===== src/rtl/multi_ch_mppt.sv =====
// Time-shared perturb-and-observe MPPT for NCH converters, with a shared PWM counter.
// Optional dead-band hold is compiled in by defining MPPT_HOLD_EN.
module multi_ch_mppt #(
  parameter int NCH       = 2,
  parameter int DW        = 8,
  parameter int DUTY_W    = 8,
  parameter int STEP      = 4,
  parameter int DUTY_MIN  = 16,
  parameter int DUTY_MAX  = 240,
  parameter int DUTY_INIT = 128,
  parameter int HOLD_BAND = 4,
  localparam int CW       = (NCH > 1) ? $clog2(NCH) : 1
) (
  input  logic                    clk,
  input  logic                    rst,
  input  logic                    s_valid,
  output logic                    s_ready,
  input  logic [CW-1:0]           s_ch,
  input  logic [DW-1:0]           s_v,
  input  logic [DW-1:0]           s_i,
  output logic [NCH*DUTY_W-1:0]   duty_o,
  output logic [NCH-1:0]          pwm_o,
  output logic                    upd_valid,
  output logic [CW-1:0]           upd_ch,
  output logic [2*DW-1:0]         power_o
);

  typedef enum logic [1:0] {
    IDLE = 2'd0,
    MUL  = 2'd1,
    CMP  = 2'd2,
    UPD  = 2'd3
  } state_t;

  localparam logic [DUTY_W:0]   STEP_X = (DUTY_W+1)'(STEP);
  localparam logic [DUTY_W:0]   MAX_X  = (DUTY_W+1)'(DUTY_MAX);
  localparam logic [DUTY_W:0]   LOW_X  = (DUTY_W+1)'(DUTY_MIN + STEP);
  localparam logic [DUTY_W-1:0] DMIN   = DUTY_W'(DUTY_MIN);
  localparam logic [DUTY_W-1:0] DMAX   = DUTY_W'(DUTY_MAX);
  localparam logic [DUTY_W-1:0] DINIT  = DUTY_W'(DUTY_INIT);
  localparam logic [DUTY_W-1:0] ONE    = DUTY_W'(1);
  localparam logic [CW:0]       NCH_X  = (CW+1)'(NCH);

  state_t              state_r, state_s;
  logic [CW-1:0]       ch_r, idx_s;
  logic [DW-1:0]       v_r, i_r;
  logic [2*DW-1:0]     p_r;
  logic [DUTY_W-1:0]   nduty_r, nduty_s;
  logic                ndir_r, ndir_s;
  logic                ch_ok_s, hold_s, dir_t_s;
  logic [DUTY_W-1:0]   duty_r   [NCH];
  logic                dir_r    [NCH];
  logic                primed_r [NCH];
  logic [2*DW-1:0]     last_p_r [NCH];
  logic [DUTY_W-1:0]   cur_duty_s;
  logic                cur_dir_s, cur_primed_s;
  logic [2*DW-1:0]     cur_last_s;
  logic [DUTY_W:0]     ext_s, sum_s, sub_s;
  logic [DUTY_W-1:0]   cnt_r;

  assign s_ready      = rst || (state_r == IDLE);
  assign ch_ok_s      = ({1'b0, ch_r} < NCH_X);
  assign idx_s        = ch_ok_s ? ch_r : '0;
  assign cur_duty_s   = duty_r[idx_s];
  assign cur_dir_s    = dir_r[idx_s];
  assign cur_primed_s = primed_r[idx_s];
  assign cur_last_s   = last_p_r[idx_s];
  assign ext_s        = {1'b0, cur_duty_s};
  assign sum_s        = ext_s + STEP_X;
  assign sub_s        = ext_s - STEP_X;

`ifdef MPPT_HOLD_EN
  localparam logic [2*DW-1:0] BAND_X = (2*DW)'(HOLD_BAND);
  logic [2*DW-1:0] pdiff_s;

  // Absolute power change against the channel's last observation
  always_comb begin
    if (p_r >= cur_last_s) begin
      pdiff_s = p_r - cur_last_s;
    end else begin
      pdiff_s = cur_last_s - p_r;
    end
  end
  assign hold_s = (pdiff_s <= BAND_X);
`else
  assign hold_s = 1'b0;
`endif

  // FSM state register
  always_ff @(posedge clk) begin
    if (rst) begin
      state_r <= IDLE;
    end else begin
      state_r <= state_s;
    end
  end

  // FSM next-state logic: one sample walks IDLE->MUL->CMP->UPD->IDLE
  always_comb begin
    state_s = state_r;
    case (state_r)
      IDLE: begin
        if (s_valid) begin
          state_s = MUL;
        end else begin
          state_s = IDLE;
        end
      end
      MUL:     state_s = CMP;
      CMP:     state_s = UPD;
      UPD:     state_s = IDLE;
      default: state_s = IDLE;
    endcase
  end

  // Perturb-and-observe decision; a clamped step also turns the direction around
  always_comb begin
    nduty_s = cur_duty_s;
    ndir_s  = cur_dir_s;
    dir_t_s = cur_dir_s;
    if (!cur_primed_s || hold_s) begin
      nduty_s = cur_duty_s;
      ndir_s  = cur_dir_s;
    end else begin
      if (p_r < cur_last_s) begin
        dir_t_s = ~cur_dir_s;
      end else begin
        dir_t_s = cur_dir_s;
      end
      if (dir_t_s) begin
        if (sum_s > MAX_X) begin
          nduty_s = DMAX;
          ndir_s  = 1'b0;
        end else begin
          nduty_s = sum_s[DUTY_W-1:0];
          ndir_s  = 1'b1;
        end
      end else begin
        if (ext_s < LOW_X) begin
          nduty_s = DMIN;
          ndir_s  = 1'b1;
        end else begin
          nduty_s = sub_s[DUTY_W-1:0];
          ndir_s  = 1'b0;
        end
      end
    end
  end

  // Sample capture, power product and registered decision
  always_ff @(posedge clk) begin
    if (rst) begin
      ch_r    <= '0;
      v_r     <= '0;
      i_r     <= '0;
      p_r     <= '0;
      nduty_r <= DINIT;
      ndir_r  <= 1'b1;
    end else begin
      if (state_r == IDLE && s_valid) begin
        ch_r <= s_ch;
        v_r  <= s_v;
        i_r  <= s_i;
      end else if (state_r == MUL) begin
        p_r <= {{DW{1'b0}}, v_r} * {{DW{1'b0}}, i_r};
      end else if (state_r == CMP) begin
        nduty_r <= nduty_s;
        ndir_r  <= ndir_s;
      end
    end
  end

  // Per-channel state and update report, written on the UPD->IDLE edge
  always_ff @(posedge clk) begin
    if (rst) begin
      for (int c = 0; c < NCH; c++) begin
        duty_r[c]   <= DINIT;
        dir_r[c]    <= 1'b1;
        primed_r[c] <= 1'b0;
        last_p_r[c] <= '0;
      end
      upd_valid <= 1'b0;
      upd_ch    <= '0;
      power_o   <= '0;
    end else begin
      upd_valid <= 1'b0;
      if (state_r == UPD && ch_ok_s) begin
        duty_r[idx_s]   <= nduty_r;
        dir_r[idx_s]    <= ndir_r;
        primed_r[idx_s] <= 1'b1;
        last_p_r[idx_s] <= p_r;
        upd_valid       <= 1'b1;
        upd_ch          <= ch_r;
        power_o         <= p_r;
      end
    end
  end

  // Shared PWM carrier and per-channel comparators
  always_ff @(posedge clk) begin
    if (rst) begin
      cnt_r <= '0;
      pwm_o <= '0;
    end else begin
      cnt_r <= cnt_r + ONE;
      for (int c = 0; c < NCH; c++) begin
        pwm_o[c] <= (cnt_r < duty_r[c]);
      end
    end
  end

  // Pack duty registers onto the output bus
  always_comb begin
    duty_o = '0;
    for (int c = 0; c < NCH; c++) begin
      duty_o[c*DUTY_W +: DUTY_W] = duty_r[c];
    end
  end

endmodule


===== config.mk =====
export PLATFORM = sky130hd
export DESIGN_NAME = multi_ch_mppt
export DESIGN_NICKNAME = d
export VERILOG_FILES = /design/src/rtl/multi_ch_mppt.sv
export SDC_FILE = /design/constraint.sdc
export NUM_CORES = 1
export LEC_CHECK = 0
export CAP_MARGIN = 10
export CORE_MARGIN = 5
export CORE_UTILIZATION = 45
export CTS_CLUSTER_DIAMETER = 40
export CTS_CLUSTER_SIZE = 12
export DETAILED_ROUTE_END_ITERATION = 8
export PLACE_DENSITY = 0.74
export SLEW_MARGIN = 10
export SYNTH_ARGS = -nofsm -noshare
export SYNTH_HDL_FRONTEND = slang
export SYNTH_SLANG_ARGS = --single-unit
export TNS_END_PERCENT = 100

===== constraint.sdc =====
create_clock -name clk -period 4.4 [get_ports clk]
set_input_delay 1.1 -clock clk [delete_from_list [all_inputs] [get_ports clk]]
set_output_delay 1.1 -clock clk [all_outputs]
set_load 0.1 [all_outputs]

==> results.json <==
{
  "syn-num-nets": 962,
  "routed_wl_um": 18100,
  "critPathRequiredTime_ns": 4.75,
  "fp.dieH_um": 144,
  "startpoint_type": "register",
  "max-slew-margin-rel_pct": 34.5,
  "cts_root_buf": "clkbuf_16",
  "die-area_sq_mm": 0.0206,
  "p_leak_nw": 4.25,
  "vias": 6042,
  "power_density_mw_per_mm2": 337,
  "crit_family": "adder cells",
  "clk_latency_ns": 0.43,
  "cts_tree": "built",
  "p_comb_share_pct": 13.2,
  "numCtsBuffers": 17,
  "grt-ovfl-total": 0,
  "synth_flop_cell": "dfxtp_1",
  "end_kind": "register",
  "dieWidth_um": 144,
  "p_seq_share_pct": 39.9,
  "diodes": 0,
  "cp_slowest_cell": "fa_1",
  "boundaryPins": 57,
  "htree_num_levels": 4,
  "cp_num_buf_inv": 3,
  "nFillCells": 1537,
  "rsz0062_at_grt": "true",
  "cp.arrival_ns": 4.57,
  "grt_pass1_vias": 6207,
  "yosysWarnings": 0,
  "drtAntennaViolNets": 0,
  "clk_path_buf_depth": 2,
  "skew_ns": 0.0129,
  "start_util_pct": 46.1,
  "ys_async_sr_fraction_pct": 0,
  "rows": 48,
  "wl_per_cell_um": 15.9,
  "drtPass1Iterations": 5,
  "dp.cells": 1107,
  "grt_pass1_wl_um": 30400,
  "internal_power_mw": 2.38,
  "grt_max_degree": 54,
  "synth.avg_cell_area_sq_um": 9.63,
  "worst_slew_pin_slew_ns": 0.980,
  "ctsHoldBuffers": 0,
  "cp_cell_sequence": "buf_4 > and2_1 > fa_1 > fa_1 > fa_1 > inv_1 > fa_1 > inv_1 > ha_1 > nor2_1 > a211oi_2 > nor3_1 > or3_1 > a31oi_1",
  "cap_violations": 0,
  "clkTransAtPathRegs_ns": 0.06,
  "dpl.hpwl_um": 13000,
  "area_delta_synth_final_pct": 19.5,
  "synth_cell_type_count": 61,
  "hold_class": "register to register",
  "stdcell_count": 1139,
  "peakVddDrop_v": 0.000291,
  "critPathMaxFanout": 7,
  "outcome": "complete, no violations",
  "gp_congestion": 0.915,
  "yosysSeqAreaShare_pct": 37.2,
  "drive_gt1_share_pct": 9.96,
  "fin_crit_ns": 4.23,
  "gr-usage-all-layers_pct": 18.5,
  "drt-initial-drc-count": 422,
  "sw_frac_of_total_pct": 26.4,
  "max_stage_delay_ns": 0.54,
  "power_switching_mw": 0.854,
  "worstSetupPathType": "register to register",
  "hold_viol": 0,
  "syn_inst": 833,
  "period_share_pct": 96.0,
  "antenna_found_initial": 0,
  "io_buffers": 56,
  "synth_edf_count": 48,
  "fmaxAchievable_ghz": 0.237,
  "syn_area_sq_mm": 0.00802,
  "post-cts-setup-buffer-count": 0,
  "core-area_sq_mm": 0.0174,
  "finalSetupViolCount": 0,
  "power.clock.fraction_pct": 46.9,
  "finalNetCount": 1030,
  "synth-seq-cells": 125,
  "critical_path.most_common_cell": "fa_1",
  "via_per_inst": 5.30,
  "holdWs_ns": 0.478,
  "drc": 0,
  "report.final.slew_viol_count": 0,
  "clock-sinks": 125
}
[final cells by class]
type / instances / area (sq um) / area share [%]
well taps: 225 / 282 / 2.94
clock inverters: 11 / 151 / 1.58
inverters: 72 / 270 / 2.82
clock buffers: 21 / 492 / 5.13
multi-input cells: 607 / 4670 / 48.8
repair buffers: 78 / 718 / 7.49
flip-flops and latches: 125 / 3000 / 31.3
[cell usage in the layout, fill, tap and decap left out, drive strengths merged, types with 8 or more instances in the layout]
cell / synthesis / layout
ha: 73 / 73
a21oi: 46 / 46
a211oi: 9 / 9
edfxtp: 48 / 48
a21o: 16 / 16
inv: 72 / 75
nor2: 47 / 47
o21ai: 23 / 23
nand3: 21 / 21
clkbuf: 21 / 21
dfxtp: 77 / 77
and2: 73 / 73
nand2: 91 / 91
xnor2: 8 / 8
nor3: 17 / 17
buf: 8 / 24
mux2i: 43 / 43
fa: 36 / 36
and3: 29 / 29
clkdlybuf4s50: 0 / 54
[power by group through the flow]
stage	clock network, mW	registers (mW)	logic [mW]
final	1.52	1.29	0.426
after global routing	1.59	1.30	0.475
after CTS	1.53	1.29	0.428
after detailed placement	0	1.31	0.423
after global placement	0	1.31	0.418
after floorplan	0	1.34	0.264
[repair_timing]
action | 4_1_cts | 5_1_grt
pin swaps | 0 | 2
resized for setup | 2 | 13
endpoints found under the setup margin | 1 | 4
[per-stage QoR]
step                      power, mW   TNS, ns  instance area, sq um  util [%]  worst slack (ns)
final                          3.23         0                  9580      55.0             0.174
after global routing           3.36  -0.00753                  9580      55.0          -0.00753
after CTS                      3.25         0                  9550      54.8            0.0471
after detailed placement       1.74   -0.0469                  8910      51.1           -0.0469
after global placement         1.73         0                  8910      51.1            0.0704
after floorplan                1.61         0                  8020         -             0.211
[sequential cells by signal, summed over array words and instances (netlist names), 8 cells and up, named ones only]
name	cells
i_r	8
cnt_r	8
nduty_r	8
power_o	16
p_r	16
last_p_r	32
duty_r	16
v_r	8
[kinds of logic (layout without fill, tap and decap cells)]
family	Yosys count	in the layout	share of synthesized area, %
simple gates	311	311	19.6
compound gates	127	127	10.6
flops	125	125	37.2
fa+ha+maj	109	109	20.4
buf+inv	101	182	4.80
mux	46	46	5.88
xor+xnor	14	14	1.53
[final timing paths]
kind             from  slack (ns)        to  depth (start not counted)
max            i_r[7]        0.17   p_r[15]                         14
min          cnt_r[0]        0.48  cnt_r[0]                          1
max reg2reg    i_r[7]        0.17   p_r[15]                         14
min reg2reg  cnt_r[0]        0.48  cnt_r[0]                          1
[Yosys cell counts (all sizes together) (9+ instances only)]
library cell,count,share of area (%)
a211oi,9,0.84
nand2,91,4.4
inv,72,3.4
fa,36,9.0
o21ai,23,1.7
and2,73,5.7
clkbuf,21,0.98
edfxtp,48,18
ha,73,11
nand3,21,1.3
mux2i,43,5.5
nor2,47,2.2
a21oi,46,2.9
a21o,16,1.5
nor3,17,1.1
dfxtp,77,19
and3,29,2.3
[layer usage]
layer  share of wire, %  track usage, %  routed length [um]
met5                  0               0                   0
met4                1.8            5.10                 323
met3                5.0            4.16                 914
met2                 49            31.8                8950
met1                 44            23.5                7920
Power figures use the tool's default switching activity.
